<file path="src/rtl/cache_pkg.sv">
// cache_pkg: shared types and helpers for the assoc_cache data cache.
//   state_e      - controller FSM states
//   idx_w/age_w  - derived widths (index bits, per-line LRU age bits)
//   merge_bytes  - byte-enable merge of CPU write data into a line word
package cache_pkg;

   localparam int unsigned WORD_W = 32;

   typedef enum logic [1:0] {
      StIdle,
      StWriteback,
      StRefill,
      StComplete
   } state_e;

   function automatic int unsigned idx_w(input int unsigned sets);
      return $clog2(sets);
   endfunction

   // A direct-mapped cache still carries a 1-bit (constant) age field.
   function automatic int unsigned age_w(input int unsigned ways);
      return (ways > 1) ? $clog2(ways) : 1;
   endfunction

   function automatic logic [WORD_W-1:0] merge_bytes(input logic [WORD_W-1:0] old_data,
                                                     input logic [WORD_W-1:0] new_data,
                                                     input logic [3:0]        be);
      logic [WORD_W-1:0] res;
      res = old_data;
      for (int b = 0; b < 4; b++) begin
         if (be[b]) res[8*b +: 8] = new_data[8*b +: 8];
      end
      return res;
   endfunction

endpackage

</file>
<file path="src/rtl/assoc_cache_if.sv">
// assoc_cache_if: CPU-side request bus plus memory-side handshake of the data cache.
//   CPU side : ren, wen, byte_selector, address, datawr -> cache; dataout, stall <- cache
//   Memory   : mem_req, mem_we, mem_addr, mem_wdata <- cache; mem_rdata, mem_ack -> cache
//   slave modport is the cache, master modport is the CPU/memory environment.
interface assoc_cache_if;

   logic        ren;
   logic        wen;
   logic [3:0]  byte_selector;
   logic [31:0] address;
   logic [31:0] datawr;
   logic [31:0] dataout;
   logic        stall;
   logic        mem_req;
   logic        mem_we;
   logic [31:0] mem_addr;
   logic [31:0] mem_wdata;
   logic [31:0] mem_rdata;
   logic        mem_ack;

   modport slave (
      input  ren, wen, byte_selector, address, datawr, mem_rdata, mem_ack,
      output dataout, stall, mem_req, mem_we, mem_addr, mem_wdata
   );

   modport master (
      output ren, wen, byte_selector, address, datawr, mem_rdata, mem_ack,
      input  dataout, stall, mem_req, mem_we, mem_addr, mem_wdata
   );

endinterface

</file>
<file path="src/rtl/cache_lru_set.sv">
// cache_lru_set: true-LRU age logic for one cache set (purely combinational).
//   access_valid_i - an access to this set completes this cycle
//   access_way_i   - way being accessed
//   valid_i        - per-way valid bits
//   age_i          - current per-way ages (0 = MRU)
//   victim_way_o   - first invalid way, else the way with the oldest age
//   age_o          - ages after this cycle's access (unchanged when no access)
module cache_lru_set #(
   parameter int unsigned WAYS  = 2,
   parameter int unsigned AGE_W = 1
) (
   input  logic                       access_valid_i,
   input  logic [AGE_W-1:0]           access_way_i,
   input  logic [WAYS-1:0]            valid_i,
   input  logic [WAYS-1:0][AGE_W-1:0] age_i,
   output logic [AGE_W-1:0]           victim_way_o,
   output logic [WAYS-1:0][AGE_W-1:0] age_o
);

   logic             found;
   logic [AGE_W-1:0] acc_age;

   always_comb begin
      victim_way_o = '0;
      found        = 1'b0;
      for (int w = 0; w < WAYS; w++) begin
         if (!valid_i[w] && !found) begin
            victim_way_o = AGE_W'(w);
            found        = 1'b1;
         end
      end
      if (!found) begin
         for (int w = 0; w < WAYS; w++) begin
            if (age_i[w] == AGE_W'(WAYS - 1)) victim_way_o = AGE_W'(w);
         end
      end
   end

   always_comb begin
      acc_age = '0;
      for (int w = 0; w < WAYS; w++) begin
         if (AGE_W'(w) == access_way_i) acc_age = age_i[w];
      end
      age_o = age_i;
      if (access_valid_i) begin
         for (int w = 0; w < WAYS; w++) begin
            if (AGE_W'(w) == access_way_i) begin
               age_o[w] = '0;
            end else if (age_i[w] < acc_age) begin
               age_o[w] = age_i[w] + AGE_W'(1);
            end
         end
      end
   end

endmodule

</file>
<file path="src/rtl/assoc_cache.sv">
// assoc_cache: N-way set-associative, write-back, write-allocate data cache.
//   clk, reset      - clock, asynchronous active-high reset
//   bus (slave)     - CPU request/response and memory request/acknowledge handshake
//   hit_count       - completed first-lookup hits (wraps)
//   miss_count      - misses (wraps)
// Lines live in flops so lookup is combinational; a miss walks
// IDLE -> [WRITEBACK] -> REFILL -> COMPLETE -> IDLE while stall is high.
module assoc_cache
   import cache_pkg::*;
#(
   parameter int unsigned SETS  = 8,
   parameter int unsigned WAYS  = 2,
   parameter int unsigned CNT_W = 32
) (
   input  logic             clk,
   input  logic             reset,
   assoc_cache_if.slave     bus,
   output logic [CNT_W-1:0] hit_count,
   output logic [CNT_W-1:0] miss_count
);

   localparam int unsigned IDX   = idx_w(SETS);
   localparam int unsigned TAG_W = WORD_W - IDX;
   localparam int unsigned AGE_W = age_w(WAYS);

   typedef struct packed {
      logic              valid;
      logic              dirty;
      logic [TAG_W-1:0]  tag;
      logic [WORD_W-1:0] data;
   } line_t;

   typedef logic [WAYS-1:0][AGE_W-1:0] ages_t;

   state_e            state_q, state_d;
   line_t             line_q [SETS][WAYS];
   line_t             line_d [SETS][WAYS];
   ages_t             age_q [SETS];
   ages_t             age_next [SETS];
   logic [AGE_W-1:0]  victim_set [SETS];
   logic [WAYS-1:0]   set_valid [SETS];
   logic [AGE_W-1:0]  victim_q, victim_d;
   logic [WORD_W-1:0] dataout_q, dataout_d;
   logic              mem_req_q, mem_req_d;
   logic              mem_we_q, mem_we_d;
   logic [WORD_W-1:0] mem_addr_q, mem_addr_d;
   logic [WORD_W-1:0] mem_wdata_q, mem_wdata_d;
   logic [CNT_W-1:0]  hit_q, hit_d;
   logic [CNT_W-1:0]  miss_q, miss_d;
   // Set while IDLE finishes a request that already missed, so it is not counted as a hit.
   logic              retry_q, retry_d;

   logic [IDX-1:0]    idx;
   logic [TAG_W-1:0]  tag;
   logic              req;
   logic              hit;
   logic [AGE_W-1:0]  hit_way;
   line_t             hit_line;
   line_t             victim_line;
   logic              access_en;
   logic              stall;

   assign idx = bus.address[IDX-1:0];
   assign tag = bus.address[WORD_W-1:IDX];
   assign req = bus.ren ^ bus.wen;

   always_comb begin
      hit      = 1'b0;
      hit_way  = '0;
      hit_line = '0;
      for (int w = 0; w < WAYS; w++) begin
         if (line_q[idx][w].valid && (line_q[idx][w].tag == tag)) begin
            hit      = 1'b1;
            hit_way  = AGE_W'(w);
            hit_line = line_q[idx][w];
         end
      end
   end

   always_comb begin
      victim_line = '0;
      for (int w = 0; w < WAYS; w++) begin
         if (AGE_W'(w) == victim_set[idx]) victim_line = line_q[idx][w];
      end
   end

   // COMPLETE always hits: the refill just installed the line.
   always_comb begin
      access_en = 1'b0;
      if (state_q == StIdle)     access_en = req & hit;
      if (state_q == StComplete) access_en = hit;
   end

   for (genvar s = 0; s < SETS; s++) begin : g_set
      for (genvar w = 0; w < WAYS; w++) begin : g_way
         assign set_valid[s][w] = line_q[s][w].valid;
      end
      cache_lru_set #(
         .WAYS  (WAYS),
         .AGE_W (AGE_W)
      ) u_lru (
         .access_valid_i (access_en && (idx == IDX'(s))),
         .access_way_i   (hit_way),
         .valid_i        (set_valid[s]),
         .age_i          (age_q[s]),
         .victim_way_o   (victim_set[s]),
         .age_o          (age_next[s])
      );
   end

   always_comb begin
      state_d     = state_q;
      line_d      = line_q;
      victim_d    = victim_q;
      dataout_d   = dataout_q;
      mem_req_d   = mem_req_q;
      mem_we_d    = mem_we_q;
      mem_addr_d  = mem_addr_q;
      mem_wdata_d = mem_wdata_q;
      hit_d       = hit_q;
      miss_d      = miss_q;
      retry_d     = 1'b0;
      stall       = 1'b0;

      unique case (state_q)
         StIdle: begin
            if (req) begin
               if (hit) begin
                  if (!retry_q) hit_d = hit_q + CNT_W'(1);
               end else begin
                  stall     = 1'b1;
                  miss_d    = miss_q + CNT_W'(1);
                  victim_d  = victim_set[idx];
                  mem_req_d = 1'b1;
                  if (victim_line.valid && victim_line.dirty) begin
                     mem_we_d    = 1'b1;
                     mem_addr_d  = {victim_line.tag, idx};
                     mem_wdata_d = victim_line.data;
                     state_d     = StWriteback;
                  end else begin
                     mem_we_d   = 1'b0;
                     mem_addr_d = bus.address;
                     state_d    = StRefill;
                  end
               end
            end
         end
         StWriteback: begin
            stall = 1'b1;
            if (bus.mem_ack) begin
               for (int w = 0; w < WAYS; w++) begin
                  if (AGE_W'(w) == victim_q) line_d[idx][w].valid = 1'b0;
               end
               mem_we_d   = 1'b0;
               mem_addr_d = bus.address;
               state_d    = StRefill;
            end
         end
         StRefill: begin
            stall = 1'b1;
            if (bus.mem_ack) begin
               for (int w = 0; w < WAYS; w++) begin
                  if (AGE_W'(w) == victim_q) begin
                     line_d[idx][w].valid = 1'b1;
                     line_d[idx][w].dirty = 1'b0;
                     line_d[idx][w].tag   = tag;
                     line_d[idx][w].data  = bus.mem_rdata;
                  end
               end
               mem_req_d = 1'b0;
               state_d   = StComplete;
            end
         end
         StComplete: begin
            stall   = 1'b1;
            retry_d = 1'b1;
            state_d = StIdle;
         end
         default: state_d = StIdle;
      endcase

      if (access_en) begin
         if (bus.ren) begin
            dataout_d = hit_line.data;
         end else begin
            for (int w = 0; w < WAYS; w++) begin
               if (AGE_W'(w) == hit_way) begin
                  line_d[idx][w].data  = merge_bytes(hit_line.data, bus.datawr,
                                                     bus.byte_selector);
                  line_d[idx][w].dirty = 1'b1;
               end
            end
         end
      end
   end

   always_ff @(posedge clk or posedge reset) begin
      if (reset) begin
         state_q     <= StIdle;
         victim_q    <= '0;
         dataout_q   <= '0;
         mem_req_q   <= 1'b0;
         mem_we_q    <= 1'b0;
         mem_addr_q  <= '0;
         mem_wdata_q <= '0;
         hit_q       <= '0;
         miss_q      <= '0;
         retry_q     <= 1'b0;
         for (int s = 0; s < SETS; s++) begin
            for (int w = 0; w < WAYS; w++) begin
               line_q[s][w] <= '0;
               age_q[s][w]  <= AGE_W'(w);
            end
         end
      end else begin
         state_q     <= state_d;
         victim_q    <= victim_d;
         dataout_q   <= dataout_d;
         mem_req_q   <= mem_req_d;
         mem_we_q    <= mem_we_d;
         mem_addr_q  <= mem_addr_d;
         mem_wdata_q <= mem_wdata_d;
         hit_q       <= hit_d;
         miss_q      <= miss_d;
         retry_q     <= retry_d;
         line_q      <= line_d;
         age_q       <= age_next;
      end
   end

   assign bus.dataout   = dataout_q;
   assign bus.stall     = stall;
   assign bus.mem_req   = mem_req_q;
   assign bus.mem_we    = mem_we_q;
   assign bus.mem_addr  = mem_addr_q;
   assign bus.mem_wdata = mem_wdata_q;
   assign hit_count     = hit_q;
   assign miss_count    = miss_q;

endmodule

</file>
<file path="src/flat_wrapper.sv">
// flat-port wrapper written by rule: the top's interface ports become plain ports
module assoc_cache_flat import cache_pkg::*;
#(
   parameter int unsigned SETS  = 8,
   parameter int unsigned WAYS  = 2,
   parameter int unsigned CNT_W = 32
)
  (clk, reset, hit_count, miss_count, bus_ren, bus_wen, bus_byte_selector, bus_address, bus_datawr, bus_mem_rdata, bus_mem_ack, bus_dataout, bus_stall, bus_mem_req, bus_mem_we, bus_mem_addr, bus_mem_wdata);
  assoc_cache_if bus_i ();
  input  logic clk;
  input  logic reset;
  output logic [CNT_W-1:0] hit_count;
  output logic [CNT_W-1:0] miss_count;
  input wire logic [$bits(bus_i.ren)-1:0] bus_ren;
  input wire logic [$bits(bus_i.wen)-1:0] bus_wen;
  input wire logic [$bits(bus_i.byte_selector)-1:0] bus_byte_selector;
  input wire logic [$bits(bus_i.address)-1:0] bus_address;
  input wire logic [$bits(bus_i.datawr)-1:0] bus_datawr;
  input wire logic [$bits(bus_i.mem_rdata)-1:0] bus_mem_rdata;
  input wire logic [$bits(bus_i.mem_ack)-1:0] bus_mem_ack;
  output wire logic [$bits(bus_i.dataout)-1:0] bus_dataout;
  output wire logic [$bits(bus_i.stall)-1:0] bus_stall;
  output wire logic [$bits(bus_i.mem_req)-1:0] bus_mem_req;
  output wire logic [$bits(bus_i.mem_we)-1:0] bus_mem_we;
  output wire logic [$bits(bus_i.mem_addr)-1:0] bus_mem_addr;
  output wire logic [$bits(bus_i.mem_wdata)-1:0] bus_mem_wdata;
  assign bus_i.ren = bus_ren;
  assign bus_i.wen = bus_wen;
  assign bus_i.byte_selector = bus_byte_selector;
  assign bus_i.address = bus_address;
  assign bus_i.datawr = bus_datawr;
  assign bus_i.mem_rdata = bus_mem_rdata;
  assign bus_i.mem_ack = bus_mem_ack;
  assign bus_dataout = bus_i.dataout;
  assign bus_stall = bus_i.stall;
  assign bus_mem_req = bus_i.mem_req;
  assign bus_mem_we = bus_i.mem_we;
  assign bus_mem_addr = bus_i.mem_addr;
  assign bus_mem_wdata = bus_i.mem_wdata;
  assoc_cache #(.SETS(SETS), .WAYS(WAYS), .CNT_W(CNT_W)) u_core (.clk(clk), .reset(reset), .bus(bus_i), .hit_count(hit_count), .miss_count(miss_count));
endmodule
</file>
<file path="config.mk">
export PLATFORM = sky130hd
export DESIGN_NAME = assoc_cache_flat
export DESIGN_NICKNAME = d
export VERILOG_FILES = /design/src/rtl/cache_pkg.sv /design/src/rtl/assoc_cache_if.sv /design/src/rtl/cache_lru_set.sv /design/src/rtl/assoc_cache.sv /design/src/flat_wrapper.sv
export SDC_FILE = /design/constraint.sdc
export NUM_CORES = 2
export LEC_CHECK = 0
export ABC_AREA = 1
export BUFFER_PORTS_ARGS = -buffer_cell sky130_fd_sc_hd__buf_2
export CAP_MARGIN = 30
export CORE_ASPECT_RATIO = 1.25
export CORE_MARGIN = 2
export CORE_UTILIZATION = 45
export CTS_CLUSTER_SIZE = 14
export DETAILED_ROUTE_END_ITERATION = 10
export MAX_ROUTING_LAYER = met4
export PLACE_DENSITY = 0.6
export SYNTH_ARGS = -nofsm -noshare
export SYNTH_HDL_FRONTEND = slang
export SYNTH_SLANG_ARGS = --single-unit
export TNS_END_PERCENT = 10
</file>
<file path="constraint.sdc">
create_clock -name clk -period 76.2 [get_ports clk]
set_input_delay 19.05 -clock clk [delete_from_list [all_inputs] [get_ports clk]]
set_output_delay 19.05 -clock clk [all_outputs]
set_load 0.005 [all_outputs]
</file>
After elaboration in Yosys (flattened, before gate mapping)
Cells that the tools add are included.
{ "word_totals": {"elab_cells": 419, "output_inout_bits": 163, "regBits": 1190, "input_bits": 105} }
{ "classes": {"n_lt_le_gt_ge": 18, "n_reduce_logical": 64, "bitwise": 5, "n_eq_ne": 24, "muxes": 200, "add_sub_neg": 18} }
{ "ops": {"columns": ["op", "n"], "rows": [
  ["$mux W1008", 16],
  ["$bwmux W1008", 14],
  ["$demux W126 S3", 8],
  ["$pmux W1008 S2", 1],
  ["$bmux W126 S3", 1],
  ["$mux W126", 3],
  ["$mux W32", 7],
  ["$mux W8", 28],
  ["$mux W63", 2],
  ["$mux W125", 1],
  ["$mux W124", 1],
  ["$mux W1", 104],
  ["$mux W95", 1],
  ["$add A32 B1 Y32 const B", 2],
  ["$pmux W32 S2", 1],
  ["$mux W62", 1],
  ["$mux W61", 1],
  ["$eq A29 B29 Y1", 2],
  ["$reduce_and A2 Y1", 17],
  ["$logic_and A1 B1 Y1", 20],
  ["$ne A2 B2 Y1 const B", 10],
  ["$reduce_and A4 Y1", 5],
  ["$reduce_bool A2 Y1", 10],
  ["$add A1 B1 Y1 const B", 16],
  ["other kinds (22)", 57]
]} }

Depth between registers and ports, before layout
{ "depth": {"word_depth": 29, "mapped_depth": 24, "ltp_nobuf": 20} }

By module
From an unflattened synthesis, not the netlist that was laid out.
{ "hier_totals": {"cells_unflattened": 8954, "area_unflattened_um2": 65152.5} }
{ "modules_own_cells": {"columns": ["module", "instances", "area_per_inst_um2", "seq_area_each_um2", "cells_per_inst"], "rows": [
  ["assoc_cache", 1, 64702.1, 29788.6, 8850],
  ["cache_lru_set", 8, 56.3, 0.0, 13]
]} }

Worst setup path after synthesis
No wires, ideal clock.
{ "synth_path": {"kind": "input port to output port", "startpoint": "input bus_address[0]", "endpoint": "output bus_stall", "n_path_buf": 3, "path_slack_ns": 36.417, "t_required_ns": 57.150, "arrival_time_ns": 20.733, "cell_stages": 15, "path_cell_list": "buf_6 buf_8 buf_4 o21ai_0 nand2_1 nand3_1 nand3_1 nand2_1 nand2_1 nor2_1 nand2_1 nor2_4 nand2_2 o21ai_4 o21ai_0"} }
{ "synth_between": {"elab_chain_cells": 11, "elab_cells_between_ends": 13, "classes_between": "2 x eq/ne; 8 x mux; 1 x bitwise; 2 x reduce/logical"} }
{ "synth_rtl": {"columns": ["element", "line", "text"], "rows": [
  ["start, declared", "flat_wrapper.sv:17", "input wire logic [$bits(bus_i.address)-1:0] bus_address;"],
  ["$not A3 Y4 (implied by the code) *", "assoc_cache.sv:72", "if (line_q[idx][w].valid && (line_q[idx][w].tag == tag)) begin"],
  ["$bmux W126 S3 *", "assoc_cache.sv:72", null],
  ["$mux W126 (implied by the code) * (2 in series)", "assoc_cache.sv:72", null],
  ["$eq A29 B29 Y1", "assoc_cache.sv:72", null],
  ["$logic_and A1 B1 Y1", "assoc_cache.sv:72", null],
  ["$mux W1", "assoc_cache.sv:72", null],
  ["$mux W1 *", "assoc_cache.sv:72", null],
  ["$mux W1 *", "assoc_cache.sv:128", "if (hit) begin"],
  ["$mux W1 *", "assoc_cache.sv:127", "if (req) begin"],
  ["$pmux W1 S2 *", "assoc_cache.sv:125", "unique case (state_q)"],
  ["end, declared", "flat_wrapper.sv:22", "output wire logic [$bits(bus_i.stall)-1:0] bus_stall;"]
]} }
Every way passes the cells marked *; elsewhere a longest branch is shown, timed or not. The select of a mux whose other input is x is not followed.

Final worst setup path
{ "layout_path": {"startpoint": "input bus_address[1]", "endpoint": "output bus_stall"} }
The elaborated chain is that of the path after synthesis.

==> flow_summary.ini <==
[clock_tree]
cts_num_sinks = 1190
post_cts_resized = 0
htree_levels = 4
worstSkewPairLatency_ns = 0.81
cts_setup_buffers = 0
hold_buffers = 0
root_buffer = sky130_fd_sc_hd__clkbuf_16
cts.reportedPaths.clkPinSlew_ns = 0.05
cts_buffers = 134
cts_max_path_buffers = 3
clock_tree_from_tritoncts = done

[critical_path]
startpoint = bus_address[1]
rr_startpoint = u_core.state_q[0]
crit_path_end_kind = primary output
r2r_end = u_core.line_q[903]
critPathMaxFanout = 55
worstPathCellList = buf_4, clkinv_2, buf_4, nor2_4, buf_4, a21oi_1, nand3_1, nand2_1, nand2_1, nand2_1, nand2_1, nor2_1, nand2_1, nor2_4, buf_4, nand2_2, buf_4, o21ai_4, o21ai_0, buf_2
cp_num_cells = 20
slowest_stage_delay_cp_ns = 0.87
worst_r2r_path_depth = 13
cpLargestDelayFamily = buffers and inverters
worst-path-buf-inv = 7
worst-setup-path-type = primary input to primary output
crit_slowest_cell = sky130_fd_sc_hd__buf_4
setup.worst_path.end = bus_stall
startpoint_type = primary input
setup.reg_to_reg.worst_slack_ns = 70.69
cp.required_ns = 57.15
critical_path_arrival_ns = 25.16

[yosys]
yosys_register_bits = 1190
post_synthesis_sequential_area_ratio = 0.4580
synth_top_flop_cell = sky130_fd_sc_hd__dfrtp_1
postSynthNetCount = 8822
post_synthesis_area_per_instance_um2 = 7.466
synth_edf_count = 0
yosysWarningCount = 0
netlist_area_mm2 = 0.06504
async_reset_ff_frac = 1.000
syn-instance-count = 8711
yosysUniqueCellTypes = 57

[route]
drt_pre_antenna_iters = 6
routed-via-count = 64023
routed_wirelength_um = 290600
drt.antenna.violating_nets = 0
wirelength_per_cell_um = 27.24
drt-initial-drc-count = 7782
drc = 0
post_drt_via_cell_ratio = 6.001

[sta]
setup_viol_count_final = 0
tightest_slew_ns = 1.375
timing.fmax_mhz = 22.62
hold_viol = 0
unrepaired_setup_endpoints_after_global_routing = false
finalWorstPathRequiredPeriod_ns = 44.21
setup-tns-final_ns = 0
final-max-slew-violation-count = 0
slew-limit-headroom = 0.08346
timing.clock.skew_ns = 0.04149
final.period_utilization = 0.5802

[finish]
leading_cell_types_in_the_layout_fill_and_taps_excluded = sky130_fd_sc_hd__nand2_1 (2400), sky130_fd_sc_hd__dfrtp_1 (1182), sky130_fd_sc_hd__inv_1 (1124)
final_nets = 8773
fin_cells = 10669
multi_input_area_mm2 = 0.02802
seq_area_mm2 = 0.02979
fill_cells = 14251
layout_commonest_cell = sky130_fd_sc_hd__nand2_1
area.growth.synth_to_final_pct = 10.73
drive_gt1_frac = 0.09120

[pwr]
power.density_cell_area_mw_per_mm2 = 28.91
total_leakage_power_nw = 35.30
total_power_w = 0.002082
max-vdd-ir-drop_mv = 0.04117

[global_routing]
first_global_vias = 61840
track_usage = 0.3992
final_global_route_overflow_total = 0
grt_pass1_wl_um = 421600
grt_start_max_net_pins = 174
antenna_violations_before_repair = 11

[place]
gp_congestion = 0.9791
dp_hpwl_um = 176900
buffer_ports.inserted = 267
dp_cells = 10412

[die]
die_y_um = 429.0
start_util = 0.4515
design.core.area_mm2 = 0.1440
io_pins = 268
die-area_mm2 = 0.1476
num_rows = 156
die_w_um = 344.0

[min_path]
hold_class = flip-flop to flip-flop
hold_path.startpoint = u_core.bus.mem_wdata[6]

[job]
cap_viol_max_count = 0

[run_status]
status = finished, final reports clean
## metal layers
| layer | vias up | track usage | share of wire |
|---|---|---|---|
| li1 | 28324 | - | - |
| met4 | 0 | 0.3081 | 0.090 |
| met1 | 30975 | 0.4638 | 0.36 |
| met3 | 973 | 0.07625 | 0.088 |
| met5 | - | - | 0 |
| met2 | 3751 | 0.6075 | 0.46 |
## worst min-delay path by stage
stage / endpoint / cells past startpoint
floorplan: u_core.line_q[817] / 2
global placement: u_core.bus.mem_wdata[3] / 2
detailed placement: u_core.bus.mem_wdata[11] / 2
CTS: u_core.bus.mem_wdata[11] / 2
global route: u_core.line_q[1006] / 1
finish: u_core.bus.mem_wdata[6] / 2
## power by group
part	internal, W	leakage [nW]	switching (W)	total [W]
clock network	0.000384	2.15	0.000282	0.000666
registers	0.000695	16.4	0.0000361	0.000731
logic	0.000144	16.8	0.000541	0.000685
## cells by family (layout without fill, tap and decap cells)
family	after synthesis	in the layout	share of synthesized area
AOI/OAI and AO/OA	2162	2162	0.1994
adders and majority gates	6	6	0.001154
DFF	1190	1190	0.4580
buffers and inverters	1833	1883	0.1148
and+or+nand+nor	3460	3460	0.2186
other	0	12	0
xor gates and xnor gates	60	60	0.008080
## cell type report
type                       count  share of cell area
multi-input combinational   5688              0.3891
clock inverter                29            0.005056
inverter                    1215             0.06363
sequential                  1190              0.4137
clock buffer                 206             0.05584
antenna                       12           0.0004170
tap                         1896             0.03294
timing repair buffer         433             0.03937
## through the flow
stage	utilization	hold slack, ns	setup slack (ns)	instance area (um2)
6_report	0.4999	0.4675	31.99	72010
5_1_grt	0.4999	0.4838	31.79	72010
4_1_cts	0.4987	0.4680	32.09	71840
3_5_place_dp	0.4683	0.4535	32.11	67460
3_3_place_gp	0.4665	0.4537	32.16	67200
2_1_floorplan	-	0.4501	23.64	65040
## worst reg2reg max path: stages, from the launching register on
cell	delay, ns
sky130_fd_sc_hd__dfrtp_1	0.41
sky130_fd_sc_hd__inv_1	0.09
sky130_fd_sc_hd__ha_1	0.42
sky130_fd_sc_hd__inv_1	0.35
sky130_fd_sc_hd__nor2_1	0.72
sky130_fd_sc_hd__inv_1	0.50
sky130_fd_sc_hd__buf_4	0.36
sky130_fd_sc_hd__a21oi_2	0.12
sky130_fd_sc_hd__buf_4	0.46
sky130_fd_sc_hd__clkinv_1	0.84
sky130_fd_sc_hd__buf_4	0.61
sky130_fd_sc_hd__a22oi_1	0.27
sky130_fd_sc_hd__nand2_1	0.08
sky130_fd_sc_hd__a21boi_1	0.15
## synth_stat cells, types with 45 or more instances
master                     instances  share of area
sky130_fd_sc_hd__a21oi_1         349          0.027
sky130_fd_sc_hd__a22oi_1         196          0.023
sky130_fd_sc_hd__buf_1            45         0.0026
sky130_fd_sc_hd__buf_2           158          0.012
sky130_fd_sc_hd__buf_4            67         0.0077
sky130_fd_sc_hd__clkbuf_1        331          0.019
sky130_fd_sc_hd__clkinv_1         58         0.0033
sky130_fd_sc_hd__dfrtp_1        1182           0.45
sky130_fd_sc_hd__inv_1          1143          0.066
sky130_fd_sc_hd__nand2_1        2411           0.14
sky130_fd_sc_hd__nand3_1         399          0.031
sky130_fd_sc_hd__nand4_1          69         0.0066
sky130_fd_sc_hd__nor2_1          418          0.024
sky130_fd_sc_hd__o21ai_0         641          0.049
sky130_fd_sc_hd__o21ai_1          84         0.0065
sky130_fd_sc_hd__o21bai_1        171          0.020
sky130_fd_sc_hd__o22ai_1         552          0.053
Power figures use the tool's default switching activity.
